File: config.mk
export PLATFORM = sky130hd
export DESIGN_NAME = switch_power_down_control
export DESIGN_NICKNAME = d
export VERILOG_FILES = /design/src/rtl/switch_pwr_pkg.sv /design/src/rtl/switch_pwr_ms_timer.sv /design/src/rtl/switch_power_down_control.sv
export SDC_FILE = /design/constraint.sdc
export NUM_CORES = 1
export LEC_CHECK = 0
export CAP_MARGIN = 20
export CORE_MARGIN = 3
export CORE_UTILIZATION = 55
export DETAILED_ROUTE_END_ITERATION = 7
export PLACE_DENSITY_LB_ADDON = 0.08
export SYNTH_ARGS = -nofsm -noshare
export SYNTH_HDL_FRONTEND = slang
export SYNTH_SLANG_ARGS = --single-unit
File: constraint.sdc
create_clock -name clock -period 5.1 [get_ports clock]
set_clock_uncertainty 0.15 [all_clocks]
set_input_delay 1.02 -clock clock [delete_from_list [all_inputs] [get_ports clock]]
set_output_delay 1.02 -clock clock [all_outputs]
set_load 0.05 [all_outputs]
File: src/rtl/switch_pwr_pkg.sv
// switch_pwr_pkg: shared state encoding and default ms timings for the switch power-down sequencer
package switch_pwr_pkg;
    typedef enum logic [2:0] {
        ST_ON       = 3'd0,
        ST_PRST_LOW = 3'd1,
        ST_RST_LOW  = 3'd2,
        ST_OFF_0V8  = 3'd3,
        ST_OFF_1V8  = 3'd4,
        ST_OFF      = 3'd5,
        ST_FAULT    = 3'd6
    } state_t;
    localparam int DEF_T_PRST_MS     = 10;
    localparam int DEF_T_RST_MS      = 20;
    localparam int DEF_PG_TIMEOUT_MS = 100;
    localparam int DEF_CNT_W         = 9;
endpackage

File: src/rtl/switch_pwr_ms_timer.sv
// switch_pwr_ms_timer: saturating millisecond counter, cleared on demand
module switch_pwr_ms_timer #(
    parameter int CNT_W = 9
) (
    input  logic             clock,
    input  logic             reset,
    input  logic             clear,
    input  logic             tick,
    output logic [CNT_W-1:0] count
);
    logic [CNT_W-1:0] r_cnt;
    always_ff @(posedge clock) begin
        if (reset || clear) r_cnt <= '0;
        else if (tick && !(&r_cnt)) r_cnt <= r_cnt + 1'b1;
    end
    assign count = r_cnt;
endmodule

File: src/rtl/switch_power_down_control.sv
// switch_power_down_control: orderly PCIe switch power-down sequencer emitting active-high permit gates
module switch_power_down_control
    import switch_pwr_pkg::*;
#(
    parameter int T_PRST_MS     = DEF_T_PRST_MS,
    parameter int T_RST_MS      = DEF_T_RST_MS,
    parameter int PG_TIMEOUT_MS = DEF_PG_TIMEOUT_MS,
    parameter int CNT_W         = DEF_CNT_W
) (
    input  logic clock,
    input  logic reset,
    input  logic int_1ms_en,
    input  logic pwr_off_req,
    input  logic pg_pcie_sw_0v8_a,
    input  logic pg_pcie_sw_0v8_b,
    input  logic pg_vdd_1v8,
    output logic prst_permit,
    output logic sys_rst_permit,
    output logic en_0v8_permit,
    output logic en_1v8_permit,
    output logic pwr_off_done,
    output logic pwr_fault
);
    localparam logic [CNT_W-1:0] L_PRST = CNT_W'(T_PRST_MS);
    localparam logic [CNT_W-1:0] L_RST  = CNT_W'(T_RST_MS);
    localparam logic [CNT_W-1:0] L_PGTO = CNT_W'(PG_TIMEOUT_MS);

    logic [3:0]       r_s1, r_s2;
    state_t           r_state, w_next;
    logic             r_armed;
    logic             r_prst, r_sys, r_en0v8, r_en1v8, r_done, r_fault;
    logic [CNT_W-1:0] w_cnt;
    logic             w_req, w_pg_a, w_pg_b, w_pg_1v8, w_pg_0v8;

    always_ff @(posedge clock) begin
        if (reset) begin
            r_s1 <= '0;
            r_s2 <= '0;
        end else begin
            r_s1 <= {pwr_off_req, pg_pcie_sw_0v8_a, pg_pcie_sw_0v8_b, pg_vdd_1v8};
            r_s2 <= r_s1;
        end
    end
    assign {w_req, w_pg_a, w_pg_b, w_pg_1v8} = r_s2;
    assign w_pg_0v8 = w_pg_a & w_pg_b;

    switch_pwr_ms_timer #(.CNT_W(CNT_W)) u_timer (
        .clock (clock),
        .reset (reset),
        .clear (w_next != r_state),
        .tick  (int_1ms_en),
        .count (w_cnt)
    );

    // A power-good falling wins over a coincident timeout
    always_comb begin
        w_next = r_state;
        case (r_state)
            ST_ON:       w_next = w_req ? ST_PRST_LOW : (r_armed && !w_pg_0v8) ? ST_FAULT : ST_ON;
            ST_PRST_LOW: w_next = (w_cnt == L_PRST) ? ST_RST_LOW : ST_PRST_LOW;
            ST_RST_LOW:  w_next = (w_cnt == L_RST) ? ST_OFF_0V8 : ST_RST_LOW;
            ST_OFF_0V8:  w_next = (!w_pg_a && !w_pg_b) ? ST_OFF_1V8 : (w_cnt == L_PGTO) ? ST_FAULT : ST_OFF_0V8;
            ST_OFF_1V8:  w_next = !w_pg_1v8 ? ST_OFF : (w_cnt == L_PGTO) ? ST_FAULT : ST_OFF_1V8;
            ST_OFF:      w_next = w_req ? ST_OFF : ST_ON;
            default:     w_next = ST_FAULT;
        endcase
    end

    // Permits decode from the next state so they move with the state register
    always_ff @(posedge clock) begin
        if (reset) begin
            r_state <= ST_ON;
            r_armed <= 1'b0;
            r_prst  <= 1'b1;
            r_sys   <= 1'b1;
            r_en0v8 <= 1'b1;
            r_en1v8 <= 1'b1;
            r_done  <= 1'b0;
            r_fault <= 1'b0;
        end else begin
            r_state <= w_next;
            r_armed <= (r_state == ST_ON && w_next == ST_ON) ? (r_armed | w_pg_0v8) : 1'b0;
            r_prst  <= w_next == ST_ON;
            r_sys   <= w_next <= ST_PRST_LOW;
            r_en0v8 <= w_next <= ST_RST_LOW;
            r_en1v8 <= w_next <= ST_OFF_0V8;
            r_done  <= w_next == ST_OFF;
            r_fault <= w_next == ST_FAULT;
        end
    end

    assign prst_permit    = r_prst;
    assign sys_rst_permit = r_sys;
    assign en_0v8_permit  = r_en0v8;
    assign en_1v8_permit  = r_en1v8;
    assign pwr_off_done   = r_done;
    assign pwr_fault      = r_fault;
endmodule

==> results of run 1 <==
layout make-up:
type / instances / area, µm² / share of cell area [%]
multi-input combinational: 106 / 756 / 50.6
sequential: 27 / 541 / 36.2
clock inverter: 1 / 5.00 / 0.335
tap: 28 / 35.0 / 2.35
clock buffer: 3 / 22.5 / 1.51
timing repair buffer: 12 / 120 / 8.04
inverter: 4 / 15.0 / 1.01
kinds of logic after synthesis:
family / after synthesis / synth area share (%)
adders and majority gates: 4 / 3.75
xor gates and xnor gates: 7 / 4.59
muxes: 1 / 0.750
DFF: 27 / 40.5
and+or+nand+nor: 73 / 33.7
AOI/OAI and AO/OA: 21 / 13.8
buffers and inverters: 10 / 2.90
state kept, by name, indices dropped and copies added (netlist names):
register and cells:
u_timer.count 9, r_s1 4, r_s2 4, r_state 3, en_0v8_permit 1, en_1v8_permit 1, prst_permit 1, pwr_fault 1
pwr_off_done 1, r_armed 1, sys_rst_permit 1
cell usage after synthesis (2+ instances only):
cell type	number
a21o_1	3
nor4bb_1	2
and3_1	2
a21oi_1	4
and2_1	3
nand3_1	2
nand2_1	10
xnor2_1	3
a31oi_1	2
ha_1	4
nor2_1	16
nand3b_1	2
nand4_1	5
o21ai_0	2
nand2b_1	2
xor2_1	4
clkbuf_1	5
nor2b_1	11
dfxtp_1	27
nor3_2	8
inv_1	4
metal layers:
layer | vias to the layer above | part of all wire [%] | global-route usage, %
met5 | - | 0 | 0
met4 | 0 | 2.7 | 10.4
met3 | 7 | 4.5 | 3.97
met2 | 24 | 42 | 23.5
met1 | 458 | 51 | 24.0
li1 | 525 | - | -
worst paths after layout:
kind	start	to	slack, ns	depth (start not counted)
hold reg to reg	r_s1[1]	r_s2[1]	0.30	1
setup / recovery	reset	u_timer.count[3]	2.37	5
hold / removal	r_s1[1]	r_s2[1]	0.30	1
setup reg to reg	u_timer.count[0]	u_timer.count[7]	2.58	10
through the flow:
step	total power, mW	setup WS (ns)	hold WS (ns)	util [%]	instance area (µm²)
2_1_floorplan	0.252	2.89	0.264	-	1340
3_3_place_gp	0.262	2.07	0.273	65.0	1470
3_5_place_dp	0.263	2.02	0.276	65.0	1470
4_1_cts	0.353	2.37	0.308	66.3	1490
5_1_grt	0.368	2.25	0.321	66.3	1490
6_report	0.351	2.37	0.303	66.3	1490
layout by cell type, fill, tap and decap left out, drive strengths merged, types with 2 or more instances in the layout:
cell type      netlist  routed
nor2                17      17
a21o                 3       3
nand3b               2       2
and3                 2       2
and2                 3       3
a21oi                4       4
nand3                2       2
nand2               10      10
inv                  4       4
nor2b               11      11
dfxtp               27      27
clkdlybuf4s50        0      12
a31oi                2       2
clkbuf               5       3
nand2b               2       2
ha                   4       4
nor4bb               2       2
nor3                 9       9
xnor2                3       3
nand4                5       5
o21ai                3       3
xor2                 4       4
power groups by stage:
stage	Sequential, mW	Combinational, mW	Clock (mW)
finish	0.223	0.0359	0.0916
global route	0.224	0.0394	0.104
CTS	0.223	0.0361	0.0941
detailed placement	0.228	0.0358	0
global placement	0.227	0.0350	0
floorplan	0.229	0.0236	0
==> out/qor.txt, run 1 <==
Pins over their slew limit - 0
DIE WIDTH - 55.3 µm
Post-Syn Area per Cell - 9.34 µm²
Setup TNS - 0 ns
Main flop type after synthesis - dfxtp_1
Power Internal - 0.263 mW
Layout Nets - 165
Drt pass-1 iters - 4
Switch Pwr - 0.0877 mW
Pwr Density - 235 mW/mm²
Clock-pin slew on the worst setup and hold paths - 0.14 ns
Hold WC Path Type - reg -> reg
Synth Instances - 143
Mapped Area - 0.00134 mm²
Num Clock Sinks - 27
Vias in the first global route - 957
Fin crit period - 2.73 ns
CP Cell Sequence - clkdlybuf4s50_1 -> a31oi_1 -> nand2_1 -> a2111o_1 -> nor3_2
Post-route insts no fill - 181
Post-CTS setup buffers - 0
CP max stage delay - 0.68 ns
Global-route wire length before repair - 4180 µm
Ports - 13
Sw Ratio - 25.0%
Yosys cell types - 43
Placed instance count - 177
Number of synthesized flops with an enable pin - 0
Area share of the largest cell type after synthesis - 40.5%
Die Ht - 55.3 µm
WS Path Type - in -> reg
Final worst-path cycle share - 53.6%
Largest net degree at the start of global routing - 18
Outcome - finished clean
Crit end category - flop
Antenna Cells - 0
Total number of vias - 1,014
Row cnt - 17
Gr usage total - 17.1%
Register bit count reported by yosys - 27
Slew headroom - 58.4%
WP data arrival - 2.85 ns
Yosys top cell by area - dfxtp_1
Power share of the clock group - 26.1%
Initial antenna violation count - 0
Leak pwr - 0.555 nW
DRT Wirelength - 2450 µm
Total of max-cap violations - 0
Grt total ovfl - 0
Clock latency on the worst-skew pair - 0.33 ns
Worst Tran Pin Value - 0.623 ns
Routability cong. - 0.875
WP buf/inv - 1
Layout area overhead - 11.9%
PostCTS Resize Cnt - 0
Starting Density - 59.2%
Maximum vdd drop - 0.192 mV
H-tree levels - 1
Fillers - 199
Final setup vio count - 0
Final Hold Vio Count - 0
Startpoint Class - primary input
Top delay family on crit path - compound AO/OA/AOI/OAI gates
CTS tree - yes
Vias per cell - 5.60
Die ar. - 0.00305 mm²
Async SR Flop Fraction - 0%
Clock tree buffer depth - 2
Post-synthesis sequential area ratio - 40.5%
Logic pwr share - 10.2%
CP required - 5.22 ns
Core area - 0.00225 mm²
Antenna viol nets, final - 0
RSZ-0062 raised after global routing - false
Layout cells sized above 1 - 11.8%
Seq pwr share - 63.6%
Synth area leaders - dfxtp_1 (40%), nor3_2 (6.0%), nor2b_1 (5.2%)
PortBufs - 12
Post-synth net total - 154
Total CTS buffers - 3
Iter 0 DRT Violations - 21
Slowest-stage cell, CP - clkdlybuf4s50_1
Synth warnings - 0
Highest clock rate - 0.366 GHz
HPWL after detailed placement - 1820 µm
DR WL/cell - 13.5 µm
Hold buffer count at cts - 0
CP max FO - 16
DRC errors left - 0
Clock Root Buffer - clkbuf_4
Note: power is estimated with default switching activity, not from simulation.
==> run 2, diff against run 1 <==
Clock period 5.1 ns to 2.9 ns, I/O delays scaled along.
==> out/qor.txt, run 2 (synthesized netlist as in run 1, its figures left out) <==
Outcome - finished clean
Maximum vdd drop - 0.427 mV
Die ar. - 0.00305 mm²
Setup TNS - 0 ns
Hold WC Path Type - reg -> reg
Leak pwr - 0.562 nW
Pins over their slew limit - 0
Die Ht - 55.3 µm
Antenna viol nets, final - 0
Antenna Cells - 0
Gr usage total - 17.8%
Slew headroom - 58.2%
Final worst-path cycle share - 79.6%
Highest clock rate - 0.433 GHz
Layout Nets - 167
Routability cong. - 0.876
Total of max-cap violations - 0
Most frequent cells in the layout - dfxtp_1 (27), nor2_1 (16), clkdlybuf4s50_1 (12), nor2b_1 (11), nand2_1 (10)
Total CTS buffers - 3
Placed instance count - 179
DIE WIDTH - 55.3 µm
Initial antenna violation count - 0
Worst Tran Pin Value - 0.626 ns
Clock Root Buffer - clkbuf_4
Fin crit period - 2.31 ns
FF-to-FF End - u_timer.count[3]
CTS tree - yes
Post-CTS setup buffers - 0
HPWL after detailed placement - 1940 µm
Clock tree buffer depth - 2
Pwr Density - 405 mW/mm²
Hold WS - 0.301 ns
Row cnt - 17
Crit end category - flop
Vias per cell - 5.68
Max reg flops - 9
Final Hold Vio Count - 0
RSZ-0062 raised after global routing - false
Hold path endpoint - r_s2[2]
Layout cells sized above 1 - 12.3%
Starting Density - 59.2%
Total number of vias - 1,039
WS Path Type - reg -> reg
CP Launch Point - u_timer.count[0]
Reg-to-reg slack, setup - 0.59 ns
Ports - 13
Num Clock Sinks - 27
CP max FO - 9
DRT Wirelength - 2590 µm
Fillers - 203
Clock-pin slew on the worst setup and hold paths - 0.13 ns
Drt pass-1 iters - 5
WP data arrival - 2.40 ns
Post-route insts no fill - 183
DR WL/cell - 14.1 µm
CP required - 2.99 ns
PostCTS Resize Cnt - 0
Hold buffer count at cts - 0
Reg-to-reg startpoint - u_timer.count[0]
Clock latency on the worst-skew pair - 0.31 ns
Min-delay src - r_s1[2]
Startpoint Class - flop
Vias in the first global route - 988
Largest net degree at the start of global routing - 18
Hold-critical path depth - 1
Layout area overhead - 12.9%
H-tree levels - 1
Grt total ovfl - 0
Global-route wire length before repair - 4400 µm
Iter 0 DRT Violations - 36
Core area - 0.00225 mm²
DRC errors left - 0
PortBufs - 12
R2R depth - 7
Final setup vio count - 0
Total chip power - 0.611 mW
Commonest non-fill, non-tap cell in the layout - dfxtp_1
run 2: changes by cell type in the layout (fill, tap and decap cells not counted), sizes merged:
cell / previous run / this run
clkinv: 1 / 0
buf: 0 / 2
clkbuf: 3 / 4
run 2: metal layers:
metal  GRT usage (%)  share of wire, %  wire length, µm
met5               0                 0                0
met3            2.80               5.4              140
met4            4.17               1.1               28
met2            28.0                45             1160
met1            25.4                49             1260
run 2: critical path: stages, from the launching register on:
cell and delay (ns):
dfxtp_1 0.42, inv_1 0.09, ha_1 0.20, or4bb_1 0.20, nor2_1 0.06, o311a_1 0.29, a2111o_1 0.60, nor3_2 0.23
run 2: how the worst max path moves through the flow:
stage / depth (start not counted) / endpoint / slack [ns]
4_1_cts: 7 / u_timer.count[3] / 0.57
5_1_grt: 7 / u_timer.count[1] / 0.47
6_report: 7 / u_timer.count[3] / 0.59
3_3_place_gp: 5 / u_timer.count[8] / 0.63
2_1_floorplan: 11 / u_timer.count[7] / 0.73
3_5_place_dp: 5 / u_timer.count[3] / 0.57
run 2: power by group:
| part | switching [mW] | internal, mW |
|---|---|---|
| registers | 0.0111 | 0.382 |
| clock network | 0.0993 | 0.0536 |
| logic | 0.0352 | 0.0302 |
run 2: stage by stage:
step | instance area [µm²] | utilization (%) | worst slack (ns)
3_5_place_dp | 1480 | 65.7 | 0.570
3_3_place_gp | 1480 | 65.7 | 0.634
5_1_grt | 1510 | 66.9 | 0.468
2_1_floorplan | 1340 | - | 0.726
4_1_cts | 1510 | 66.9 | 0.565
6_report | 1510 | 66.9 | 0.592
run 2: final cells by class:
type,count,area [µm²],area share (%)
Sequential cell,27,541,35.9
Tap cell,28,35.0,2.32
Timing Repair Buffer,14,135,8.96
Inverter,4,15.0,0.996
Clock buffer,4,26.3,1.74
Multi-Input combinational cell,106,756,50.1
